### src/rtl/present_slot_scheduler.sv
// Fixed pool of falling-present sprite slots: allocates slots on drop requests,
// advances them once per frame, expires landed presents and reports pickups.
module present_slot_scheduler #(
    parameter int NUM_SLOTS  = 4,
    parameter int FALL_SPEED = 2,
    parameter int FLOOR_Y    = 440,
    parameter int LIFETIME   = 5
) (
    input  logic                   clk,
    input  logic                   resetN,
    input  logic                   playmodeEnable,
    input  logic                   startOfFrame,
    input  logic                   secClk,
    input  logic                   dropReq,
    input  logic [10:0]            dropX,
    input  logic [10:0]            dropY,
    input  logic [1:0]             dropType,
    input  logic [NUM_SLOTS-1:0]   colSlotMask,
    output logic [NUM_SLOTS-1:0]   slotVisible,
    output logic [NUM_SLOTS*11-1:0] slotX,
    output logic [NUM_SLOTS*11-1:0] slotY,
    output logic [NUM_SLOTS*2-1:0] slotType,
    output logic                   col_present,
    output logic [1:0]             presentType,
    output logic                   dropDenied
);

    typedef enum logic [1:0] {
        S_FREE    = 2'd0,
        S_FALLING = 2'd1,
        S_LANDED  = 2'd2
    } slot_state_e;

    localparam logic [11:0] FLOOR_12   = 12'(FLOOR_Y);
    localparam logic [11:0] SPEED_12   = 12'(FALL_SPEED);
    localparam logic [2:0]  LIFE_LAST  = 3'(LIFETIME - 1);

    slot_state_e state_q [NUM_SLOTS];
    slot_state_e state_d [NUM_SLOTS];
    logic [10:0] x_q     [NUM_SLOTS];
    logic [10:0] x_d     [NUM_SLOTS];
    logic [10:0] y_q     [NUM_SLOTS];
    logic [10:0] y_d     [NUM_SLOTS];
    logic [1:0]  type_q  [NUM_SLOTS];
    logic [1:0]  type_d  [NUM_SLOTS];
    logic [2:0]  life_q  [NUM_SLOTS];
    logic [2:0]  life_d  [NUM_SLOTS];

    logic [NUM_SLOTS-1:0] vis_q, vis_d;
    logic                 col_q, col_d;
    logic [1:0]           ptype_q, ptype_d;
    logic                 denied_q, denied_d;

    logic [NUM_SLOTS-1:0] drop_oh, pick_oh;
    logic                 drop_found, pick_found;
    logic [11:0]          fall_sum;

    always_comb begin
        // NOTE: every combinational output gets a default first so no path
        // through the block leaves it unassigned, which would infer a latch.
        drop_oh    = '0;
        pick_oh    = '0;
        drop_found = 1'b0;
        pick_found = 1'b0;
        fall_sum   = '0;
        col_d      = 1'b0;
        denied_d   = 1'b0;
        ptype_d    = ptype_q;
        for (int i = 0; i < NUM_SLOTS; i++) begin
            state_d[i] = state_q[i];
            x_d[i]     = x_q[i];
            y_d[i]     = y_q[i];
            type_d[i]  = type_q[i];
            life_d[i]  = life_q[i];
        end

        // Both searches look at start-of-cycle state, so a slot picked up now
        // cannot be reallocated until the following cycle.
        for (int i = 0; i < NUM_SLOTS; i++) begin
            if (!drop_found && state_q[i] == S_FREE) begin
                drop_oh[i] = 1'b1;
                drop_found = 1'b1;
            end
            if (!pick_found && colSlotMask[i] && state_q[i] != S_FREE) begin
                pick_oh[i] = 1'b1;
                pick_found = 1'b1;
            end
        end

        if (!playmodeEnable) begin
            for (int i = 0; i < NUM_SLOTS; i++) state_d[i] = S_FREE;
        end else begin
            if (dropReq && !drop_found) denied_d = 1'b1;
            col_d = pick_found;
            for (int i = 0; i < NUM_SLOTS; i++) begin
                if (dropReq && drop_oh[i]) begin
                    state_d[i] = S_FALLING;
                    x_d[i]     = dropX;
                    y_d[i]     = dropY;
                    type_d[i]  = dropType;
                    life_d[i]  = '0;
                end else if (pick_oh[i]) begin
                    state_d[i] = S_FREE;
                    ptype_d    = type_q[i];
                end else if (state_q[i] == S_LANDED && secClk) begin
                    if (life_q[i] == LIFE_LAST) state_d[i] = S_FREE;
                    else                        life_d[i]  = life_q[i] + 3'd1;
                end else if (state_q[i] == S_FALLING && startOfFrame) begin
                    fall_sum = {1'b0, y_q[i]} + SPEED_12;
                    if (fall_sum >= FLOOR_12) begin
                        y_d[i]     = 11'(FLOOR_Y);
                        state_d[i] = S_LANDED;
                    end else begin
                        y_d[i] = fall_sum[10:0];
                    end
                end
            end
        end

        for (int i = 0; i < NUM_SLOTS; i++) vis_d[i] = (state_d[i] != S_FREE);
    end

    // NOTE: sequential state uses non-blocking assignments so every register
    // samples the pre-edge values regardless of statement order.
    always_ff @(posedge clk or negedge resetN) begin
        if (!resetN) begin
            for (int i = 0; i < NUM_SLOTS; i++) begin
                state_q[i] <= S_FREE;
                x_q[i]     <= '0;
                y_q[i]     <= '0;
                type_q[i]  <= '0;
                life_q[i]  <= '0;
            end
            vis_q    <= '0;
            col_q    <= 1'b0;
            ptype_q  <= '0;
            denied_q <= 1'b0;
        end else begin
            for (int i = 0; i < NUM_SLOTS; i++) begin
                state_q[i] <= state_d[i];
                x_q[i]     <= x_d[i];
                y_q[i]     <= y_d[i];
                type_q[i]  <= type_d[i];
                life_q[i]  <= life_d[i];
            end
            vis_q    <= vis_d;
            col_q    <= col_d;
            ptype_q  <= ptype_d;
            denied_q <= denied_d;
        end
    end

    for (genvar g = 0; g < NUM_SLOTS; g++) begin : g_pack
        assign slotX[11*g +: 11]  = x_q[g];
        assign slotY[11*g +: 11]  = y_q[g];
        assign slotType[2*g +: 2] = type_q[g];
    end

    assign slotVisible = vis_q;
    assign col_present = col_q;
    assign presentType = ptype_q;
    assign dropDenied  = denied_q;

endmodule

### config.mk
export PLATFORM = sky130hd
export DESIGN_NAME = present_slot_scheduler
export DESIGN_NICKNAME = d
export VERILOG_FILES = /design/src/rtl/present_slot_scheduler.sv
export SDC_FILE = /design/constraint.sdc
export NUM_CORES = 1
export LEC_CHECK = 0
export CAP_MARGIN = 40
export CORE_MARGIN = 5
export CORE_UTILIZATION = 25
export CTS_CLUSTER_SIZE = 20
export DETAILED_ROUTE_END_ITERATION = 8
export PLACE_DENSITY = 0.55
export RECOVER_POWER = 50
export SYNTH_ARGS = -nofsm -noshare
export SYNTH_HDL_FRONTEND = slang
export SYNTH_SLANG_ARGS = --single-unit
### constraint.sdc
create_clock -name clk -period 2.1 [get_ports clk]
set_clock_uncertainty 0.05 [all_clocks]
set_input_delay 0.315 -clock clk [delete_from_list [all_inputs] [get_ports clk]]
set_output_delay 0.315 -clock clk [all_outputs]
set_load 0.02 [all_outputs]
Word level (Yosys, flattened, before mapping)
Cells that the tools add are included.
{ "totals": {"word_cells": 208, "output_inout_bits": 104, "inputBits": 34, "ff_bits": 124} }
{ "op_classes": {"addsub": 8, "n_reduce_logical": 62, "order_cmp": 4, "n_eq_ne": 24, "n_mux": 86} }
{ "op_table": {"columns": ["cell", "count"], "rows": [
  ["11-bit two-way mux", 20],
  ["2-bit two-way mux", 32],
  ["11-bit by 2-bit adder with 12-bit output, second input constant", 4],
  ["12-bit by 9-bit >= comparator with 1-bit output, second input constant", 4],
  ["3-bit two-way mux", 16],
  ["4-bit AND reduction", 8],
  ["2-bit nonzero test", 16],
  ["1-bit logical AND", 23],
  ["1-bit two-way mux", 17],
  ["2-bit inequality test, second input constant", 8],
  ["3-bit by 1-bit adder with 3-bit output, second input constant", 4],
  ["3-bit == test, second input constant", 4],
  ["2-bit by 1-bit == test with 1-bit output, second input constant", 4],
  ["2-bit == test, second input constant", 4],
  ["2-bit zero test", 4],
  ["8-bit two-way mux", 1],
  ["2-bit by 1-bit inequality test with 1-bit output, second input constant", 4],
  ["2-bit AND reduction", 4],
  ["1-bit zero test", 7]
]} }

Depth between registers and ports, before layout
{ "logic_depth": {"ltp_word": 19, "depth_mapped": 8, "depth_no_buf": 8} }

Worst setup path after synthesis
Ideal clock, no wire load.
{ "synth_path": {"path_type": "flip-flop to flip-flop", "from": "register y_q, in the netlist slotY[34]", "to": "register y_q, in the netlist slotY[37]", "period_less_slack_ns": 2.348, "arrival_ns": 2.194, "setup_slack_ns": -0.248, "path_stages_with_launch": 8, "n_path_buf": 0, "setup_time_ns": 0.104, "path_cell_list": "dfrtp_1 -> ha_1 -> or3b_1 -> o22ai_1 -> a32oi_1 -> o311ai_4 -> nor2_2 -> a221oi_1"} }
{ "synth_via": {"elab_chain_cells": 7} }
{ "synth_lines": {"columns": ["element", "line_no", "source"], "rows": [
  ["from (decl)", "42", "logic [10:0] y_q [NUM_SLOTS];"],
  ["from (signal, indexed assignment)", "142", "y_q[i] <= y_d[i];"],
  ["11-bit by 2-bit adder with 12-bit output (*)", "109", "fall_sum = {1'b0, y_q[i]} + SPEED_12;"],
  ["12-bit by 9-bit >= comparator with 1-bit output", "110", "if (fall_sum >= FLOOR_12) begin"],
  ["11-bit two-way mux (*)", "110", null],
  ["11-bit two-way mux (*)", "108", "end else if (state_q[i] == S_FALLING && startOfFrame) begin"],
  ["11-bit two-way mux (*)", "105", "end else if (state_q[i] == S_LANDED && secClk) begin"],
  ["11-bit two-way mux (*)", "102", "end else if (pick_oh[i]) begin"],
  ["11-bit two-way mux (*)", "96", "if (dropReq && drop_oh[i]) begin"]
]} }
Every way passes the cells marked *; elsewhere a longest branch is shown, timed or not. The select of a mux whose other input is x is not followed.
A chain may end at the register's enable or synchronous reset.

Worst setup path in the final report
{ "layout_path": {"from": "register y_q, in the netlist slotY[2]", "to": "register y_q, in the netlist slotY[1]"} }
{ "layout_via": {"elab_chain_cells": 7} }
{ "layout_lines": {"columns": ["element", "line_no"], "rows": [
  ["11-bit by 2-bit adder with 12-bit output", "109"],
  ["12-bit by 9-bit >= comparator with 1-bit output", "110"],
  ["11-bit two-way mux", "110"],
  ["11-bit two-way mux", "108"],
  ["11-bit two-way mux", "105"],
  ["11-bit two-way mux", "102"],
  ["11-bit two-way mux", "96"]
]} }
No other way between the ends. The select of a mux whose other input is x is not followed.

==> results.yml <==
cts:
  cts.sinks: 124
  numCtsBuffers: 17
  ctsRootBufferMaster: "clkbuf_16"
  clk_latency_ns: 0.42
  path_clk_slew_ns: 0.06
  cts.path.max_buffers: 2
  tritoncts: "built"
  h-tree-depth: 4
layout:
  multi_input_area_sq_um: 3420
  fillerInstances: 2576
  drive_above_1_share: 0.235
  area_growth_pct: 52.7
  fin_nets: 1037
  post-route-util: 0.387
  ff_latch_area_sq_um: 3110
routing:
  vias: 6576
  ant_nets: 0
  via_per_inst: 4.90
  drc_errors: 0
  post_drt_wl_per_cell_microns: 17.4
  first_pass_iters: 5
  wl_microns: 23300
  drt_iter0_drc: 606
grt:
  grt_max_degree: 39
  grt_use_total: 0.157
  grt_overflow_total: 0
  grt_antenna_before_repair: 2
  grt_pass1_vias: 6539
  grt_pass1_wl_microns: 36500
timing:
  setup_viol: 9
  rsz0062_at_grt: "true"
  fin_ws_ns: -0.0448
  hold_viol_final: 0
  tightestPinTransition_ns: 1.01
  drv_slew: 0
  whs_ns: 0.425
  slew-limit-headroom: 0.324
  min_period_over_period: 1.02
  fmax_mhz: 466
  final.min_clock_period_ns: 2.14
setup_path:
  end_kind: "flip-flop"
  crit_type: "flip-flop to flip-flop"
  arrival_ns: 2.45
  crit_required_ns: 2.40
  worstPathMaxFanout: 6
  crit_start: "slotY[2]"
  reg2reg_from: "slotY[2]"
  start_kind: "flip-flop"
logic_synthesis:
  synth_area_sq_um: 6600
  synth_nets: 780
  synthArstFlopShare: 1.00
  synthCells: 734
  synth_top_area_share: 0.470
  yosys_warnings: 0
  ys_seq_area_frac: 0.470
  ys_seq_elements: 124
  synth_area_leaders: "dfrtp_1 (47%), nand2_1 (10%), o21ai_0 (2.7%), a21oi_1 (2.5%), nor2_1 (2.5%)"
  synth.avg_cell_area_sq_um: 8.99
  synth_flop_cell: "dfrtp_1"
  ys_types: 79
  synth_top_area_cell: "dfrtp_1"
  synth_edf_count: 0
floorplan:
  start_util: 0.253
  placementRows: 59
  fp.dieArea_sq_um: 29800
  chipHeight_microns: 172
  die_w_microns: 172
  core-area_sq_um: 26100
  ioPinCount: 138
min_path:
  hold_class: "flip-flop to flip-flop"
  hp-start: "slotX[23]"
pwr:
  leakagePower_nw: 4.54
  power_mw: 11.0
  peakVddDrop_v: 0.000615
  power.density_nw_per_um2: 1090
job:
  maxCapViolations: 0
place:
  portBuffers: 137
  place_congestion: 0.883
  dp_hpwl_microns: 16900
outcome:
  outcome: "complete, but fails checks"
  violations: "negative setup slack"
==> worst paths after layout <==
kind,endpoint,slack (ns),cells after the start
min reg2reg,slotX[23],0.43,2
max reg2reg,slotY[1],-0.04,8
max,slotY[1],-0.04,8
max in group asynchronous,slotX[15],0.28,3
min in group asynchronous,slotX[2],0.55,2
min,slotX[23],0.43,2
==> metal layers <==
metal,up-vias,track usage,share of wire
met1,3197,0.211,0.44
met4,2,0.0455,0.015
li1,3112,-,-
met2,239,0.233,0.44
met5,-,0,0.00086
met3,26,0.0656,0.10
==> cell usage in the layout, fill, tap and decap left out, drive strengths merged, types with 6 or more instances in the layout <==
cell type / count
nand2: 178
dfrtp: 124
buf: 122
clkdlybuf4s50: 117
o21ai: 48
nor2: 45
a21oi: 34
inv: 33
nand3: 29
clkbuf: 28
dlygate4sd3: 20
nor3: 19
mux2: 13
ha: 12
nand4: 11
o21a: 10
a31oi: 10
and3: 10
and2: 10
o22ai: 7
a211oi: 7
nor2b: 6
or3: 6
o31ai: 6
==> timing repair <==
action	CTS	global route
hold endpoints to repair	35	0
hold buffers	1	0
pin swaps	13	17
cloned	0	1
setup buffers	4	4
resized for setup	15	35
setup endpoints to repair	17	35
==> power by group <==
part / internal, mW / switching [mW] / total (mW)
registers: 2.96 / 0.487 / 3.45
logic: 2.10 / 2.35 / 4.45
clock network: 1.90 / 1.16 / 3.06
==> kinds of logic (layout without fill, tap and decap cells) <==
family                     count (synthesis)  after routing  share of synthesized area
and+or+nand+nor                          343            343                      0.246
AOI/OAI and AO/OA                        173            173                      0.187
DFF                                      124            124                      0.470
other                                      0              2                          0
buffers and inverters                     61            331                     0.0411
adders and majority gates                 12             12                     0.0227
xor gates and xnor gates                   5              5                    0.00663
muxes                                     16             16                     0.0267
==> metrics by stage <==
stage	cells	area [sq um]	TNS, ns	worst slack (ns)
floorplan	734	6630	-0.129	-0.0548
global placement	1297	9250	-2.58	-0.255
detailed placement	1297	9250	-3.86	-0.345
CTS	1334	9960	-0.138	-0.0628
global route	1339	10100	-1.83	-0.112
finish	1341	10100	-0.147	-0.0448
==> cell usage after synthesis, types with 3 or more instances <==
library cell and number:
and3_1 10, nand2b_1 4, a211oi_1 7, a2bb2oi_1 3, a21boi_0 3, buf_2 10, o22ai_1 7, a31oi_1 10
o32ai_1 3, o21ai_0 36, dfrtp_1 124, mux2_2 13, nor2_1 44, a22o_1 5, nand3_1 28, xnor2_1 4
o21a_1 9, or3_1 6, nand4b_1 3, mux2i_1 3, a21o_1 3, ha_1 12, and3b_1 3, nor3_1 17
nand2_1 178, buf_6 3, clkbuf_1 16, nand4_1 11, nor2b_1 6, a22oi_1 5, and4_1 4, inv_1 30
and2_1 8, a21oi_1 33, o21ai_1 11, o31ai_1 4, o22a_1 3
==> final cells by class <==
class                      count  share of cell area
timing repair buffer         269               0.239
antenna                        2            0.000496
tap                          335              0.0416
clock buffer                  18              0.0436
inverter                      30              0.0112
multi-input combinational    549               0.339
sequential                   124               0.309
clock inverter                14              0.0166
==> state kept, by name, summed over array words and instances, names as in the netlist <==
register and count:
slotX 44, slotY 44, life_q 12, slotType 8
state_q 8, slotVisible 4, presentType 2, col_present 1
dropDenied 1
==> critical path, stage by stage, from the launching register on <==
cell and delay, ns:
dfrtp_2 0.43, ha_4 0.17, or2_2 0.30, o211a_1 0.13, o2bb2ai_1 0.27, o221ai_4 0.24, buf_6 0.18, o31ai_2 0.18
o21a_1 0.15
Note: power is estimated with default switching activity, not from simulation.
